<file path="src/rtl/sha256_serial_pkg.sv">
// Shared types and constants for the SHA-256 serial host: state encoding,
// block/digest sizes and a counter-width helper.
package sha256_serial_pkg;

  localparam int SHA256_BLOCK_BITS  = 512;
  localparam int SHA256_DIGEST_BITS = 256;

  typedef enum logic [2:0] {
    IDLE,
    LOAD,
    SEND,
    WAIT,
    RECV,
    OUT
  } state_t;

  // Bits needed for a counter that runs 0..n-1 (never narrower than one bit).
  // Used for the byte and bit counters of the message and digest.
  function automatic int cnt_w(input int n);
    return (n <= 2) ? 1 : $clog2(n);
  endfunction

endpackage

</file>
<file path="src/rtl/sha256_serial_host_if.sv">
// Byte streams and serial pins between the system/bench and the serial host.
// slave: the host itself; master: whoever drives the message and the core.
interface sha256_serial_host_if;

  logic [7:0] in_data;
  logic       in_valid;
  logic       in_ready;
  logic       ser_out;
  logic       ser_frame;
  logic       ser_in;
  logic [7:0] out_data;
  logic       out_valid;
  logic       out_ready;
  logic       busy;
  logic       error;

  modport slave (
    input  in_data, in_valid, ser_in, out_ready,
    output in_ready, ser_out, ser_frame, out_data, out_valid, busy, error
  );

  modport master (
    output in_data, in_valid, ser_in, out_ready,
    input  in_ready, ser_out, ser_frame, out_data, out_valid, busy, error
  );

endinterface

</file>
<file path="src/rtl/sha256_bit_timer.sv">
// Bit-time generator: tick marks the last clock of a bit-time, mid marks the
// clock on which an incoming bit is sampled (count == BIT_DIV/2).
// restart zeroes the phase so the next clock is clock 0 of a new bit-time.
module sha256_bit_timer
  import sha256_serial_pkg::*;
#(
  parameter int BIT_DIV = 1
) (
  input  logic clk,
  input  logic reset,
  input  logic restart,
  output logic tick,
  output logic mid
);

  localparam int W = cnt_w(BIT_DIV);
  localparam logic [W-1:0] LAST = W'(BIT_DIV - 1);
  localparam logic [W-1:0] MID  = W'(BIT_DIV / 2);

  logic [W-1:0] cnt_reg;

  // Free-running modulo-BIT_DIV phase counter, re-aligned by restart.
  always_ff @(posedge clk or posedge reset) begin
    if (reset) begin
      cnt_reg <= '0;
    end else if (restart || cnt_reg == LAST) begin
      cnt_reg <= '0;
    end else begin
      cnt_reg <= cnt_reg + 1'b1;
    end
  end

  assign tick = (cnt_reg == LAST);
  assign mid  = (cnt_reg == MID);

endmodule

</file>
<file path="src/rtl/sha256_serial_host.sv">
// Host-side serial link partner for the bit-serial SHA-256 core.
// Loads a message block from a byte stream, shifts it out MSB-first with a
// frame strobe, waits for the core's start bit, shifts in the digest and
// returns it as a byte stream.
// Optional watchdog on the digest wait: define SHA_HOST_TIMEOUT_EN.
module sha256_serial_host
  import sha256_serial_pkg::*;
#(
  parameter int MSG_BYTES      = SHA256_BLOCK_BITS / 8,
  parameter int DIG_BYTES      = SHA256_DIGEST_BITS / 8,
  parameter int BIT_DIV        = 1,
  parameter int TIMEOUT_CYCLES = 65535
) (
  input  logic                 clk,
  input  logic                 reset,
  sha256_serial_host_if.slave  bus
);

  localparam int MSG_BITS = MSG_BYTES * 8;
  localparam int DIG_BITS = DIG_BYTES * 8;
  localparam int CW       = cnt_w(MSG_BITS);

  localparam logic [CW-1:0] LAST_LOAD = CW'(MSG_BYTES - 1);
  localparam logic [CW-1:0] LAST_SEND = CW'(MSG_BITS - 1);
  localparam logic [CW-1:0] LAST_RECV = CW'(DIG_BITS - 1);
  localparam logic [CW-1:0] LAST_OUT  = CW'(DIG_BYTES - 1);

  state_t              state_reg, state_next;
  logic [MSG_BITS-1:0] sr_reg;
  logic [MSG_BITS-1:0] load_shift;
  logic [CW-1:0]       cnt_reg;
  logic                ser_out_reg;
  logic                frame_reg;
  logic                in_ready;
  logic                in_fire;
  logic                out_fire;
  logic                restart;
  logic                tick;
  logic                mid;
  logic                timeout;

  assign in_ready   = (state_reg == IDLE) || (state_reg == LOAD);
  assign in_fire    = in_ready && bus.in_valid;
  assign out_fire   = (state_reg == OUT) && bus.out_ready;
  assign load_shift = {sr_reg[MSG_BITS-9:0], bus.in_data};

  // Bit phase restarts when entering SEND or WAIT; RECV keeps the WAIT phase
  // so data bits stay aligned to the start bit.
  assign restart = (state_next != state_reg) &&
                   ((state_next == SEND) || (state_next == WAIT));

  sha256_bit_timer #(.BIT_DIV(BIT_DIV)) u_timer (
    .clk     (clk),
    .reset   (reset),
    .restart (restart),
    .tick    (tick),
    .mid     (mid)
  );

`ifdef SHA_HOST_TIMEOUT_EN
  localparam int TW = cnt_w(TIMEOUT_CYCLES);

  logic [TW-1:0] wait_cnt_reg;
  logic          error_reg;

  // Clocks spent in WAIT; zero on every other state so each wait starts fresh.
  always_ff @(posedge clk or posedge reset) begin
    if (reset) begin
      wait_cnt_reg <= '0;
    end else if (state_reg == WAIT) begin
      wait_cnt_reg <= wait_cnt_reg + 1'b1;
    end else begin
      wait_cnt_reg <= '0;
    end
  end

  assign timeout = (state_reg == WAIT) && (wait_cnt_reg == TW'(TIMEOUT_CYCLES - 1));

  // Sticky timeout flag, cleared by the next accepted message byte.
  always_ff @(posedge clk or posedge reset) begin
    if (reset) begin
      error_reg <= 1'b0;
    end else if (timeout && !(mid && bus.ser_in)) begin
      error_reg <= 1'b1;
    end else if (in_fire) begin
      error_reg <= 1'b0;
    end
  end

  assign bus.error = error_reg;
`else
  // Without the watchdog WAIT never gives up; the timeout limit has no
  // meaning here and error is a constant 0.
  assign timeout   = 1'b0;
  assign bus.error = (TIMEOUT_CYCLES < 0);
`endif

  // State register.
  always_ff @(posedge clk or posedge reset) begin
    if (reset) begin
      state_reg <= IDLE;
    end else begin
      state_reg <= state_next;
    end
  end

  // Next-state logic; a start bit wins over a simultaneous timeout.
  always_comb begin
    state_next = state_reg;
    case (state_reg)
      IDLE, LOAD: if (in_fire) state_next = (cnt_reg == LAST_LOAD) ? SEND : LOAD;
      SEND:       if (tick && cnt_reg == LAST_SEND) state_next = WAIT;
      WAIT: begin
        if (mid && bus.ser_in) begin
          state_next = RECV;
        end else if (timeout) begin
          state_next = IDLE;
        end
      end
      RECV:       if (mid && cnt_reg == LAST_RECV) state_next = OUT;
      OUT:        if (out_fire && cnt_reg == LAST_OUT) state_next = IDLE;
      default:    state_next = IDLE;
    endcase
  end

  // Datapath: one shift register for message and digest, one shared counter
  // (bytes in LOAD/OUT, bits in SEND/RECV), registered serial outputs.
  always_ff @(posedge clk or posedge reset) begin
    if (reset) begin
      sr_reg      <= '0;
      cnt_reg     <= '0;
      ser_out_reg <= 1'b0;
      frame_reg   <= 1'b0;
    end else begin
      case (state_reg)
        IDLE, LOAD: begin
          if (in_fire) begin
            if (cnt_reg == LAST_LOAD) begin
              // Bit 0 goes on the wire in the first SEND cycle.
              ser_out_reg <= load_shift[MSG_BITS-1];
              sr_reg      <= {load_shift[MSG_BITS-2:0], 1'b0};
              frame_reg   <= 1'b1;
              cnt_reg     <= '0;
            end else begin
              sr_reg  <= load_shift;
              cnt_reg <= cnt_reg + 1'b1;
            end
          end
        end
        SEND: begin
          if (tick) begin
            if (cnt_reg == LAST_SEND) begin
              frame_reg   <= 1'b0;
              ser_out_reg <= 1'b0;
              cnt_reg     <= '0;
            end else begin
              ser_out_reg <= sr_reg[MSG_BITS-1];
              sr_reg      <= {sr_reg[MSG_BITS-2:0], 1'b0};
              cnt_reg     <= cnt_reg + 1'b1;
            end
          end
        end
        RECV: begin
          if (mid) begin
            sr_reg[DIG_BITS-1:0] <= {sr_reg[DIG_BITS-2:0], bus.ser_in};
            cnt_reg              <= (cnt_reg == LAST_RECV) ? '0 : cnt_reg + 1'b1;
          end
        end
        OUT: begin
          if (out_fire) begin
            sr_reg[DIG_BITS-1:0] <= {sr_reg[DIG_BITS-9:0], 8'h00};
            cnt_reg              <= (cnt_reg == LAST_OUT) ? '0 : cnt_reg + 1'b1;
          end
        end
        default: ;
      endcase
    end
  end

  assign bus.in_ready  = in_ready;
  assign bus.ser_out   = ser_out_reg;
  assign bus.ser_frame = frame_reg;
  assign bus.out_valid = (state_reg == OUT);
  assign bus.out_data  = (state_reg == OUT) ? sr_reg[DIG_BITS-1 -: 8] : 8'h00;
  assign bus.busy      = (state_reg != IDLE);

endmodule

</file>
<file path="src/flat_wrapper.sv">
// flat-port wrapper written by rule: the top's interface ports become plain ports
module sha256_serial_host_flat import sha256_serial_pkg::*;
#(
  parameter int MSG_BYTES      = SHA256_BLOCK_BITS / 8,
  parameter int DIG_BYTES      = SHA256_DIGEST_BITS / 8,
  parameter int BIT_DIV        = 1,
  parameter int TIMEOUT_CYCLES = 65535
)
  (clk, reset, bus_in_data, bus_in_valid, bus_ser_in, bus_out_ready, bus_in_ready, bus_ser_out, bus_ser_frame, bus_out_data, bus_out_valid, bus_busy, bus_error);
  sha256_serial_host_if bus_i ();
  input  logic clk;
  input  logic reset;
  input wire logic [$bits(bus_i.in_data)-1:0] bus_in_data;
  input wire logic [$bits(bus_i.in_valid)-1:0] bus_in_valid;
  input wire logic [$bits(bus_i.ser_in)-1:0] bus_ser_in;
  input wire logic [$bits(bus_i.out_ready)-1:0] bus_out_ready;
  output wire logic [$bits(bus_i.in_ready)-1:0] bus_in_ready;
  output wire logic [$bits(bus_i.ser_out)-1:0] bus_ser_out;
  output wire logic [$bits(bus_i.ser_frame)-1:0] bus_ser_frame;
  output wire logic [$bits(bus_i.out_data)-1:0] bus_out_data;
  output wire logic [$bits(bus_i.out_valid)-1:0] bus_out_valid;
  output wire logic [$bits(bus_i.busy)-1:0] bus_busy;
  output wire logic [$bits(bus_i.error)-1:0] bus_error;
  assign bus_i.in_data = bus_in_data;
  assign bus_i.in_valid = bus_in_valid;
  assign bus_i.ser_in = bus_ser_in;
  assign bus_i.out_ready = bus_out_ready;
  assign bus_in_ready = bus_i.in_ready;
  assign bus_ser_out = bus_i.ser_out;
  assign bus_ser_frame = bus_i.ser_frame;
  assign bus_out_data = bus_i.out_data;
  assign bus_out_valid = bus_i.out_valid;
  assign bus_busy = bus_i.busy;
  assign bus_error = bus_i.error;
  sha256_serial_host #(.MSG_BYTES(MSG_BYTES), .DIG_BYTES(DIG_BYTES), .BIT_DIV(BIT_DIV), .TIMEOUT_CYCLES(TIMEOUT_CYCLES)) u_core (.clk(clk), .reset(reset), .bus(bus_i));
endmodule
</file>
<file path="config.mk">
export PLATFORM = sky130hd
export DESIGN_NAME = sha256_serial_host_flat
export DESIGN_NICKNAME = d
export VERILOG_FILES = /design/src/rtl/sha256_serial_pkg.sv /design/src/rtl/sha256_serial_host_if.sv /design/src/rtl/sha256_bit_timer.sv /design/src/rtl/sha256_serial_host.sv /design/src/flat_wrapper.sv
export SDC_FILE = /design/constraint.sdc
export NUM_CORES = 2
export LEC_CHECK = 0
export CORE_ASPECT_RATIO = 0.75
export CORE_MARGIN = 2
export CORE_UTILIZATION = 65
export CTS_CLUSTER_SIZE = 14
export DETAILED_ROUTE_END_ITERATION = 6
export GPL_ROUTABILITY_DRIVEN = 1
export PLACE_DENSITY_LB_ADDON = 0.25
export SYNTH_ARGS = -nofsm -noshare
export SYNTH_HDL_FRONTEND = slang
export SYNTH_SLANG_ARGS = --single-unit
</file>
<file path="constraint.sdc">
create_clock -name clk -period 50.1 [get_ports clk]
set_clock_uncertainty 0.15 [all_clocks]
set_input_delay 7.515 -clock clk [delete_from_list [all_inputs] [get_ports clk]]
set_output_delay 7.515 -clock clk [all_outputs]
set_load 0.005 [all_outputs]
</file>
### Yosys cells after proc, flatten, opt, wreduce, memory -nomap -nowiden

Index checks and enable logic that the tools add are counted.

| word-level totals | value |
|---|---|
| bits in registers | 527 |
| output and inout port bits | 14 |
| bits of input ports | 13 |
| word-level logic and storage cells | 85 |

| operators by class | value |
|---|---|
| add/subtract/negate cells | 2 |
| eq/ne operators | 19 |
| bitwise gates (word level) | 1 |
| multiplexer cells | 36 |
| reductions and logical operators | 20 |

Operators with widths:

| cell | count |
|---|---|
| $mux 512 | 4 |
| $pmux 256 s4 | 1 |
| $mux 256 | 2 |
| $pmux 256 s2 | 1 |
| $mux 9 | 8 |
| $pmux 9 s4 | 1 |
| $mux 3 | 5 |
| $pmux 3 s5 | 1 |
| $eq 3x2->1 const B | 4 |
| $reduce_and 5->1 | 2 |
| $add 9x1->9 const B | 1 |
| $eq 9x5->1 const B | 1 |
| $eq 9x6->1 const B | 1 |
| $eq 9x8->1 const B | 1 |
| $eq 9x9->1 const B | 1 |
| $mux 1 | 9 |
| $mux 8 | 1 |
| $ne 2x1->1 const B | 4 |
| $reduce_and 4->1 | 2 |
| $logic_and 1x1->1 | 7 |
| $eq 3x3->1 const B | 2 |
| $ne 2x2->1 const B | 3 |
| $reduce_and 6->1 | 1 |
| $pmux 1 s2 | 2 |
| 11 further kinds | 13 |

### Logic depth before layout (Yosys ltp)

| depth | value |
|---|---|
| word-level depth | 10 |
| gate-level depth with buffers | 13 |
| mapped depth without buffers | 10 |

### Hierarchy

A second synthesis with hierarchy kept.

| second synthesis, totals | value |
|---|---|
| cell total of the unflattened synthesis | 3487 |
| area total of the unflattened synthesis | 30940.9 um2 |

Modules (own cells, without submodules):

| module | seq. area each (um2) | times used | area an instance (um2) | cells an instance |
|---|---|---|---|---|
| sha256_serial_host | 13162.6 | 1 | 30897.1 | 3482 |
| sha256_bit_timer | 25.0 | 1 | 43.8 | 5 |

### Least setup slack after synthesis

OpenSTA, ideal clock, no wires.

| path | value |
|---|---|
| kind | flip-flop to output port |
| start | reg u_core.state_reg[2] |
| end | out bus_out_valid |
| data arrival time | 1.422 ns |
| buffers on the path | 3 |
| path slack | 41.013 ns |
| stages on the path, launching flop included | 7 |
| required time | 42.435 ns |
| cells stage by stage | dfrtp_1 > nor2b_1 > clkbuf_1 > nand2_1 > inv_1 > clkbuf_1 > clkbuf_1 |

| between the ends | value |
|---|---|
| longest elaborated chain between the ends | 1 |

RTL lines:

| element | line | source |
|---|---|---|
| start, declared | sha256_serial_host.sv:28 | `state_t state_reg, state_next;` |
| start signal, assigned | sha256_serial_host.sv:103 | `state_reg <= state_next;` |
| $eq 3x3->1 | sha256_serial_host.sv:183 | `assign bus.out_valid = (state_reg == OUT);` |
| end, declared | flat_wrapper.sv:21 | `output wire logic [$bits(bus_i.out_valid)-1:0] bus_out_valid;` |

No other way between the ends.

### Final worst setup path

| path | value |
|---|---|
| start | reg u_core.state_reg[2] |
| end | out bus_out_data[1] |

| between the ends | value |
|---|---|
| longest elaborated chain between the ends | 2 |

RTL lines:

| element | line | source |
|---|---|---|
| $eq 3x3->1 | sha256_serial_host.sv:184 | `assign bus.out_data = (state_reg == OUT) ? sr_reg[DIG_BITS-1 -: 8] : 8'h00;` |
| $mux 8 | sha256_serial_host.sv:184 |  |
| end, declared | flat_wrapper.sv:20 | `output wire logic [$bits(bus_i.out_data)-1:0] bus_out_data;` |

No other way between the ends.

==> impl_metrics.py <==
metrics = {
    "run_status": {
        "status": "finished with violations",
        "failed_checks": "DRC",
    },
    "floorplan": {
        "core_region_area_mm2": 0.04620,
        "die_x_um": 254.3,
        "dieHeight_um": 191.7,
        "start_util_pct": 66.11,
        "boundaryPins": 27,
        "dieArea_mm2": 0.04875,
        "num_rows": 68,
    },
    "placement": {
        "numPortBuffers": 25,
        "dpl.hpwl_um": 40580,
        "placedCellCount": 3894,
        "place.gp.congestion": 0.7855,
    },
    "logic_synthesis": {
        "synth_edf_count": 0,
        "synth_warnings": 0,
        "syn-instance-count": 3576,
        "synth.most_common_cell": "nand2_1",
        "ys_seq_area_share_pct": 43.18,
        "netlist.area_leader.share_pct": 43.18,
        "ys_ff_latch": 527,
        "yosysUniqueCellTypes": 55,
        "synth_common_cells": "848 x nand2_1, 527 x dfrtp_1, 347 x a21oi_1",
        "syn_area_mm2": 0.03054,
        "syn_area_per_cell_um2": 8.540,
        "yosys.area.top_type": "dfrtp_1",
        "synthTopCellsByArea": "dfrtp_1 43%, nand2_1 10%, a21o_1 6.3%",
        "async_flop_share_pct": 100.0,
        "synthFlopType": "dfrtp_1",
    },
    "timing": {
        "finalHoldViolations": 0,
        "report.final.setup_viol": 0,
        "fin_crit_ns": 11.20,
        "fin_crit_sh_pct": 22.35,
        "timing.fmax_mhz": 89.29,
        "tightest_slew_ns": 1.206,
        "slew_headroom_pct": 19.58,
        "setup_tns_ns": 0,
        "rsz0062_at_grt": "no",
        "maxSlewViolCount": 0,
    },
    "setup_path": {
        "cp.required_ns": 42.43,
        "startpoint": "u_core.state_reg[2]",
        "cp-start-kind": "register",
        "critPathKind": "reg -> out",
        "reg2reg_from": "u_core.state_reg[0]",
        "cp_max_fo": 93,
        "crit_arrival_ns": 3.53,
        "endpoint_kind": "output pin",
        "reg2reg_depth": 8,
    },
    "clocking": {
        "cts_tree": "done",
        "ctsHoldBuffers": 0,
        "clk_pin_slew_ns": 0.07,
        "clock-sinks": 527,
        "cts_resized": 0,
        "htree_levels": 2,
        "clk_latency_ns": 0.61,
        "cts_made_buffers": 53,
        "clock_path_buffers": 3,
        "postCtsSetupRepairBufs": 0,
        "root_buffer": "clkbuf_16",
    },
    "global_route": {
        "antenna_found_initial": 0,
        "grt_pass1_wl_um": 130300,
        "grt_max_degree": 250,
        "grt_pass1_vias": 25412,
        "grt.overflow.total": 0,
        "grt_usage_pct": 31.49,
    },
    "flow_run": {
        "drv_cap": 0,
    },
    "hold_path": {
        "min_from": "u_core.sr_reg[505]",
        "holdPathStages": 1,
        "hold_path_class": "reg -> reg",
    },
    "power_and_ir_drop": {
        "p_leak_nw": 14.80,
        "cellPowerDensity_mw_per_mm2": 65.70,
        "ir_worst_vdd_uv": 59.89,
        "power.total_mw": 2.111,
    },
    "route": {
        "avgRoutedWirePerCell_um": 19.46,
        "vias": 27910,
        "postRouteWirelength_um": 77610,
        "viasPerCell": 6.998,
        "drc": 18,
        "dr.pass1.iters": 7,
        "ant_nets": 0,
        "drtIter0Drc": 4619,
    },
    "final_layout": {
        "fin_util_pct": 69.56,
        "drive_above_1_share_pct": 6.671,
        "antenna_cells": 0,
        "areaGrowthSynthToFinish_pct": 5.228,
        "fin_nets": 3336,
        "final_cells": 3988,
        "largest_register_ffs": 512,
    },
}
==> cells in the final DEF (no fill, tap or decap), drive strengths merged, types with 2 or more instances in the layout <==
cell type / instances
buf: 34
nor2: 109
mux2i: 7
nand4: 2
inv: 8
clkdlybuf4s50: 25
conb: 2
o22a: 162
a2bb2oi: 7
nand2: 849
ha: 4
a21oi: 348
o31ai: 4
nor3b: 2
nor3: 2
or4b: 2
mux2: 87
a222oi: 86
dfrtp: 527
a31oi: 257
nand2b: 8
nand3b: 4
nand3: 8
o21ai: 269
or3: 3
or3b: 2
clkbuf: 81
a21o: 256
a221o: 162
and3: 14
clkinv: 9
==> cell type report <==
class / count / area [µm²]
multi-input combinational: 2672 / 15870
fill: 3558 / 14060
sequential: 527 / 13190
clock buffer: 81 / 1614
tap: 630 / 788.3
timing repair buffer: 59 / 543.0
clock inverter: 13 / 102.6
inverter: 6 / 32.53
==> per-layer routing <==
| layer | up-vias | track usage [%] | share of wire, % |
|---|---|---|---|
| met5 | - | 0 | 0 |
| met3 | 88 | 3.835 | 7.8 |
| met1 | 13827 | 48.46 | 45 |
| li1 | 12721 | - | - |
| met4 | 0 | 7.896 | 1.5 |
| met2 | 1274 | 47.30 | 46 |
==> power breakdown <==
part	switching, mW	internal (mW)	total [mW]
Sequential	0.270	0.620	0.890
Combinational	0.424	0.398	0.822
Clock	0.173	0.226	0.400
Total	0.867	1.24	2.11
==> through the flow <==
step	instance area (µm²)	setup WS, ns	hold WS [ns]
finish	32140	38.90	0.3230
global route	32140	38.82	0.3488
CTS	32140	38.98	0.3268
detailed placement	30420	38.63	0.3111
global placement	30420	38.68	0.3039
floorplan	30540	27.71	0.2940
==> kinds of logic (layout without fill, tap and decap cells) <==
| group | Yosys count | in the layout | share of synthesized area, % |
|---|---|---|---|
| adder cells (fa/ha/maj) | 4 | 4 | 0.1639 |
| AND/OR/NAND/NOR | 1012 | 1012 | 13.01 |
| flip-flops | 527 | 527 | 43.18 |
| buffers and inverters | 378 | 159 | 5.150 |
| AO/OA/AOI/OAI | 1560 | 1560 | 35.05 |
| other | 1 | 2 | 0.01228 |
| multiplexers | 94 | 94 | 3.437 |
==> path summary, 6_finish.rpt <==
check	endpoint	slack, ns
max in group asynchronous	u_core.sr_reg[174]	39.38
min in group asynchronous	u_core.sr_reg[506]	7.23
min	u_core.sr_reg[505]	0.32
max	bus_out_data[1]	38.90
min reg2reg	u_core.sr_reg[505]	0.32
max reg2reg	u_core.sr_reg[296]	44.15
==> worst max-delay path: stages (launching register included) <==
cell and delay, ns:
dfrtp_1 0.75, nor2b_4 0.39, buf_4 0.79, and3_1 0.37, clkdlybuf4s50_1 0.54
Power figures use the tool's default switching activity.
